## config.mk

```make
export PLATFORM = sky130hd
export DESIGN_NAME = data_mem_arbiter
export DESIGN_NICKNAME = d
export VERILOG_FILES = /design/src/rtl/data_mem_pkg.sv /design/src/rtl/data_mem_starve_ctr.sv /design/src/rtl/data_mem_arbiter.sv
export SDC_FILE = /design/constraint.sdc
export NUM_CORES = 1
export LEC_CHECK = 0
export BUFFER_PORTS_ARGS = -buffer_cell sky130_fd_sc_hd__buf_4
export CORE_AREA = 2 2 116 118
export DETAILED_ROUTE_END_ITERATION = 6
export DIE_AREA = 0 0 118 120
export PLACE_DENSITY_LB_ADDON = 0.3
export SETUP_SLACK_MARGIN = 0.02
export SLEW_MARGIN = 20
export SYNTH_ARGS = -nofsm -noshare
export SYNTH_HDL_FRONTEND = slang
export SYNTH_SLANG_ARGS = --single-unit
```

## constraint.sdc

```tcl
create_clock -name clk -period 1.4 [get_ports clk]
set_input_delay 0.14 -clock clk [delete_from_list [all_inputs] [get_ports clk]]
set_output_delay 0.14 -clock clk [all_outputs]
set_load 0.05 [all_outputs]
```

## src/rtl/data_mem_pkg.sv

```systemverilog
// ---------------------------------------------------------------------------
// data_mem_pkg
// Shared types and constants for the data memory arbiter.
//   mst_e        : master identifier (CPU load/store stage, DMA port)
//   rd_state_e   : read-return tracker states
//   WORD_ALIGN_MASK : clears byte offset bits of a byte address
// ---------------------------------------------------------------------------
package data_mem_pkg;

  typedef enum logic {
    MST_CPU = 1'b0,
    MST_DMA = 1'b1
  } mst_e;

  typedef enum logic [1:0] {
    RD_IDLE = 2'd0,
    RD_CPU  = 2'd1,
    RD_DMA  = 2'd2,
    RD_NULL = 2'd3
  } rd_state_e;

  localparam logic [31:0] WORD_ALIGN_MASK = 32'hFFFF_FFFC;

endpackage

```

## src/rtl/data_mem_starve_ctr.sv

```systemverilog
// ---------------------------------------------------------------------------
// data_mem_starve_ctr
// Counts consecutive cycles a DMA request waits without a grant, saturating
// at STARVE_MAX. Cleared when the request is granted or withdrawn.
// Ports:
//   clk        : system clock
//   reset      : asynchronous active-low reset
//   i_waiting  : DMA request asserted this cycle
//   i_granted  : DMA granted this cycle
//   o_at_max   : counter has reached STARVE_MAX (DMA must win next contention)
// ---------------------------------------------------------------------------
module data_mem_starve_ctr #(
  parameter int unsigned STARVE_MAX = 4
) (
  input  logic clk,
  input  logic reset,
  input  logic i_waiting,
  input  logic i_granted,
  output logic o_at_max
);

  localparam int unsigned CNT_W = (STARVE_MAX < 1) ? 1 : $clog2(STARVE_MAX + 1);
  localparam logic [CNT_W-1:0] CNT_MAX = CNT_W'(STARVE_MAX);

  logic [CNT_W-1:0] r_cnt;

  always_ff @(posedge clk or negedge reset) begin
    if (!reset) begin
      r_cnt <= '0;
    end else if (!i_waiting || i_granted) begin
      r_cnt <= '0;
    end else if (r_cnt != CNT_MAX) begin
      r_cnt <= r_cnt + 1'b1;
    end
  end

  assign o_at_max = (r_cnt == CNT_MAX);

endmodule

```

## src/rtl/data_mem_arbiter.sv

```systemverilog
// ---------------------------------------------------------------------------
// data_mem_arbiter
// Shares the single-port data memory between the CPU load/store stage and the
// DMA port. One access per cycle, CPU priority with bounded DMA starvation,
// read data routed back to the owner on the following cycle.
// Ports:
//   clk, reset (async, active-low)
//   cpu_req/we/addr/wdata -> cpu_gnt, cpu_rvalid, cpu_rdata   (master 0)
//   dma_req/we/addr/wdata -> dma_gnt, dma_rvalid, dma_rdata   (master 1)
//   mem_addr/mem_wdata/mem_read/mem_write -> DataMem, mem_rdata <- DataMem
// Optional: define DATA_MEM_TRACE_EN for a simulation-only access trace.
// ---------------------------------------------------------------------------
module data_mem_arbiter
  import data_mem_pkg::*;
#(
  parameter int unsigned STARVE_MAX = 4,
  parameter int unsigned MEM_BYTES  = 1024
) (
  input  logic        clk,
  input  logic        reset,
  input  logic        cpu_req,
  input  logic        cpu_we,
  input  logic [31:0] cpu_addr,
  input  logic [31:0] cpu_wdata,
  output logic        cpu_gnt,
  output logic        cpu_rvalid,
  output logic [31:0] cpu_rdata,
  input  logic        dma_req,
  input  logic        dma_we,
  input  logic [31:0] dma_addr,
  input  logic [31:0] dma_wdata,
  output logic        dma_gnt,
  output logic        dma_rvalid,
  output logic [31:0] dma_rdata,
  output logic [31:0] mem_addr,
  output logic [31:0] mem_wdata,
  output logic        mem_read,
  output logic        mem_write,
  input  logic [31:0] mem_rdata
);

  logic        w_at_max;
  logic        w_cpu_gnt;
  logic        w_dma_gnt;
  logic        w_gnt_any;
  mst_e        w_sel;
  logic        w_we;
  logic [31:0] w_addr;
  logic [31:0] w_wdata;
  logic        w_mapped;
  rd_state_e   w_rd_next;

  rd_state_e   r_state;
  logic        r_cpu_rvalid;
  logic        r_dma_rvalid;

  data_mem_starve_ctr #(.STARVE_MAX(STARVE_MAX)) u_starve (
    .clk       (clk),
    .reset     (reset),
    .i_waiting (dma_req),
    .i_granted (w_dma_gnt),
    .o_at_max  (w_at_max)
  );

  // Grants are gated by reset so nothing is issued while the block is held in reset.
  assign w_dma_gnt = reset & dma_req & (~cpu_req | w_at_max);
  assign w_cpu_gnt = reset & cpu_req & ~w_dma_gnt;
  assign w_gnt_any = w_cpu_gnt | w_dma_gnt;
  assign w_sel     = w_dma_gnt ? MST_DMA : MST_CPU;

  assign w_we     = (w_sel == MST_DMA) ? dma_we    : cpu_we;
  assign w_addr   = (w_sel == MST_DMA) ? dma_addr  : cpu_addr;
  assign w_wdata  = (w_sel == MST_DMA) ? dma_wdata : cpu_wdata;
  assign w_mapped = (w_addr < 32'(MEM_BYTES));

  assign cpu_gnt   = w_cpu_gnt;
  assign dma_gnt   = w_dma_gnt;
  assign mem_addr  = w_gnt_any ? (w_addr & WORD_ALIGN_MASK) : '0;
  assign mem_wdata = w_gnt_any ? w_wdata : '0;
  // Unmapped accesses are granted but never strobe the memory.
  assign mem_read  = w_gnt_any & w_mapped & ~w_we;
  assign mem_write = w_gnt_any & w_mapped &  w_we;

  always_comb begin
    w_rd_next = RD_IDLE;
    if (w_gnt_any && !w_we) begin
      if (!w_mapped)              w_rd_next = RD_NULL;
      else if (w_sel == MST_DMA)  w_rd_next = RD_DMA;
      else                        w_rd_next = RD_CPU;
    end
  end

  always_ff @(posedge clk or negedge reset) begin
    if (!reset) begin
      r_state      <= RD_IDLE;
      r_cpu_rvalid <= 1'b0;
      r_dma_rvalid <= 1'b0;
    end else begin
      r_state      <= w_rd_next;
      r_cpu_rvalid <= (w_rd_next != RD_IDLE) && (w_sel == MST_CPU);
      r_dma_rvalid <= (w_rd_next != RD_IDLE) && (w_sel == MST_DMA);
    end
  end

  assign cpu_rvalid = r_cpu_rvalid;
  assign dma_rvalid = r_dma_rvalid;
  // RD_NULL returns zero data; only a mapped read forwards the memory output.
  assign cpu_rdata  = (r_cpu_rvalid && r_state == RD_CPU) ? mem_rdata : '0;
  assign dma_rdata  = (r_dma_rvalid && r_state == RD_DMA) ? mem_rdata : '0;

`ifdef DATA_MEM_TRACE_EN
  always @(posedge clk) begin
    if (reset) begin
      if (w_gnt_any) begin
        if (w_we)
          $display("%0t DMEM %s WRITE addr=0x%08H data=0x%08H (%0d)%s", $time,
                   (w_sel == MST_DMA) ? "DMA" : "CPU", w_addr, w_wdata,
                   $signed(w_wdata), w_mapped ? "" : " UNMAPPED");
        else
          $display("%0t DMEM %s READ  addr=0x%08H%s", $time,
                   (w_sel == MST_DMA) ? "DMA" : "CPU", w_addr,
                   w_mapped ? "" : " UNMAPPED");
      end
      if (r_cpu_rvalid)
        $display("%0t DMEM CPU RDATA 0x%08H (%0d)", $time, cpu_rdata, $signed(cpu_rdata));
      if (r_dma_rvalid)
        $display("%0t DMEM DMA RDATA 0x%08H (%0d)", $time, dma_rdata, $signed(dma_rdata));
    end
  end
`endif

endmodule

```

==> run_results.csv <==
group,metric,value,unit
global_routing,first_global_vias,3996,
hold_path,worstHoldPathType,"input port to async pin",
pwr,switchingPower,1136,µW
layout,fin_area,6804,µm²
outcome,violations,"setup timing",
placement,gp_congestion,0.8415,
global_routing,grt_overflow,0,
clock_tree,cts_buffer_depth,2,
floorplan,io_pins,300,
sta,hold_viol_final,0,
global_routing,grt_max_degree,29,
sta,rsz0062_at_grt,"yes",
layout,layout.cells.non_filler,846,
synth,synth_warnings,0,
placement,pre_cts_slack,-392.4,ps
drt,drtIter0Drc,78,
floorplan,dieWidth,118,µm
worst_setup_path,path_cells,"inv_1, ha_2, nand2_2, a21o_4, inv_8, buf_6, nor3_1, o21a_2, buf_8",
worst_setup_path,rr_startpoint,"u_starve.r_cnt[1]",
placement,placed_area,5197,µm²
worst_setup_path,critPathMaxFanout,6,
sta,final.setup_skew,1.227,ps
clock_tree,insertion_delay,230,ps
synth,synth-main-ff-cell,"dfrtp_1",
pwr,fin_total_pwr,2641,µW
global_routing,grt_pass1_wl,19930,µm
worst_setup_path,slowest_delay,370,ps
worst_setup_path,crit_path_end_kind,"primary output",
pwr,p_sw_frac,0.4301,
clock_tree,cts_made_buffers,3,
synth,synth_area_per_cell,5.322,µm²
synth,synth.area.top_cells,"nand2_1 (27%), and2_1 (22%), nand3_1 (12%)",
pwr,combPwrFrac,0.734,
synth,synth_top_cell_by_area,"nand2_1",
outcome,status,"finished, violations left",
worst_setup_path,reg2reg_slack,-220,ps
synth,netlist_area,1826,µm²
clock_tree,cts_sinks,7,
global_routing,antenna_found_initial,1,
worst_setup_path,critPathKind,"register to primary output",
placement,dp.cells,822,
worst_setup_path,required,1260,ps
sta,setup_viol,136,
pwr,leakagePower,0.003187,µW
floorplan,start_util,0.1406,
worst_setup_path,worst_r2r_endpoint,"u_starve.r_cnt[1]",
worst_setup_path,worstRegToRegCells,9,
synth,async_flop_share,1.000,
worst_setup_path,cp_slowest_cell,"dfrtp_1",
clock_tree,clock_tree.root_cell,"clkbuf_16",
synth,ys_ff_latch,7,
sta,fmax,0.5128,GHz
worst_setup_path,worstPathArrival,1810,ps
layout,final_util,0.5242,
synth,yosysUniqueCellTypes,28,
layout,area_growth,272.7,%
floorplan,fp.coreArea,12980,µm²
floorplan,die_h,120,µm
pwr,ir_drop,0.2432,mV
drt,dr_total_vias,3680,
pwr,p_per_area,388.1,nW/µm²
synth,ys_seq_area_frac,0.09596,
synth,syn_inst,343,
clock_tree,path_clk_slew,30,ps
layout,drive_gt1_frac,0.8102,
clock_tree,htreeDepth,1,
drt,ant_nets,0,
worst_setup_path,startpoint_type,"register",
floorplan,die_area,14160,µm²
floorplan,rows,42,
layout,layout.nets,838,
global_routing,grt.total_usage,0.1733,
synth,synth_enable_flop_cells,0,
sta,drv_slew,0,
sta,fin_ws,-550.2,ps
sta,fin_crit_sh,1.393,
pwr,sequentialPowerShare,0.086,
drt,drc_errors,0,
placement,hpwl,9657,µm
synth,synth_top_area_share,0.2714,
pwr,intPower,1505,µW
clock_tree,cts_tree,"done",
drt,drt-pass1-iter-count,4,
drt,drt-wirelength-per-cell,16.04,µm
flow_run,drv_cap,0,
sta,layout_min_cycle_time,1950,ps
layout,fill_cells,1122,
drt,viasPerCell,4.350,
placement,port_buffers,293,
pwr,power_frac_clock,0.180,
drt,drt_wl_total,13570,µm
[worst max-delay path by stage]
stage,from,to,slack [ps],cells after the start
floorplan,u_starve.r_cnt[0],mem_read,-260,7
global placement,u_starve.r_cnt[1],mem_wdata[1],-360,8
detailed placement,u_starve.r_cnt[1],mem_wdata[1],-390,8
CTS,u_starve.r_cnt[1],mem_write,-570,8
global route,u_starve.r_cnt[1],mem_addr[13],-610,9
finish,u_starve.r_cnt[1],mem_write,-550,9
[layout make-up]
class	count	area, µm²	area share
repair buffers	350	3809	0.5598
multi-input cells	303	2490	0.3659
well taps	176	220.2	0.03236
flip-flops and latches	7	177.7	0.02611
clock buffers	4	78.83	0.01159
inverters	5	26.28	0.003862
diodes	1	2.502	0.0003678
[placed cells by master, fill, tap and decap left out, types with 6 or more instances in the layout]
cell type / instances
and2_4: 64
buf_12: 10
buf_16: 6
buf_4: 195
buf_6: 34
buf_8: 103
nand2_1: 73
nand2_2: 15
nand2_4: 41
nand3_1: 20
nand3_2: 17
nand3_4: 8
nor2_1: 6
nor4_1: 10
o21ai_2: 7
o21ai_4: 15
[worst max-delay path, delay by kind of cell, from the launching register on]
kind,cells,cell delay [ps]
AO/OA/AOI/OAI,2,460
buffers and inverters,4,460
flip-flops,1,370
AND/OR/NAND/NOR,2,110
adder cells (fa/ha/maj),1,180
[cell usage after synthesis, types with 2 or more instances]
cell / number
and2_1: 65
buf_1: 2
buf_2: 11
buf_4: 5
buf_6: 2
clkbuf_1: 8
dfrtp_1: 7
ha_1: 2
inv_1: 4
nand2_1: 132
nand3_1: 45
nor2_1: 9
nor3_1: 4
nor4_1: 11
o21a_1: 2
o21ai_0: 22
[layer usage]
layer  track usage  vias up  share of wire
li1              -     1762              -
met2        0.3630      199           0.56
met4       0.04142        0          0.021
met5             0        -              0
met3       0.03992       17          0.080
met1        0.1678     1702           0.34
[flip-flops by register name (all words and copies together), names as in the netlist]
signal          cells
r_state             2
dma_rvalid          1
u_starve.r_cnt      3
cpu_rvalid          1
[power by group through the flow]
stage	clock network, µW	registers, µW	logic [µW]
final	476	227	1940
after global routing	504	229	2030
after CTS	480	228	1910
after detailed placement	0	230	1610
after global placement	0	229	1590
after floorplan	0	236	888
[stage by stage]
| step | hold WS (ps) | TNS, ps |
|---|---|---|
| after floorplan | -155.6 | -14500 |
| after global placement | 237.9 | -21720 |
| after detailed placement | 246.9 | -24000 |
| after CTS | 10.17 | -42630 |
| after global routing | 23.34 | -48740 |
| final | 5.379 | -41170 |
[kinds of logic after synthesis]
family          after synthesis  synth area share
fa+ha+maj                     2           0.01371
buf+inv                      34           0.09801
flops                         7           0.09596
other cells                   1          0.002054
simple gates                269            0.6964
compound gates               28           0.08362
mux                           1          0.005483
xor+xnor                      1          0.004799
[what timing repair did]
item	CTS	global route
buffers inserted	7	3
hold buffers	0	0
cloned	8	2
resized for setup	256	78
pin swaps	20	50
setup endpoints to repair	136	137
No activity file was read; power rests on OpenSTA's default activity.
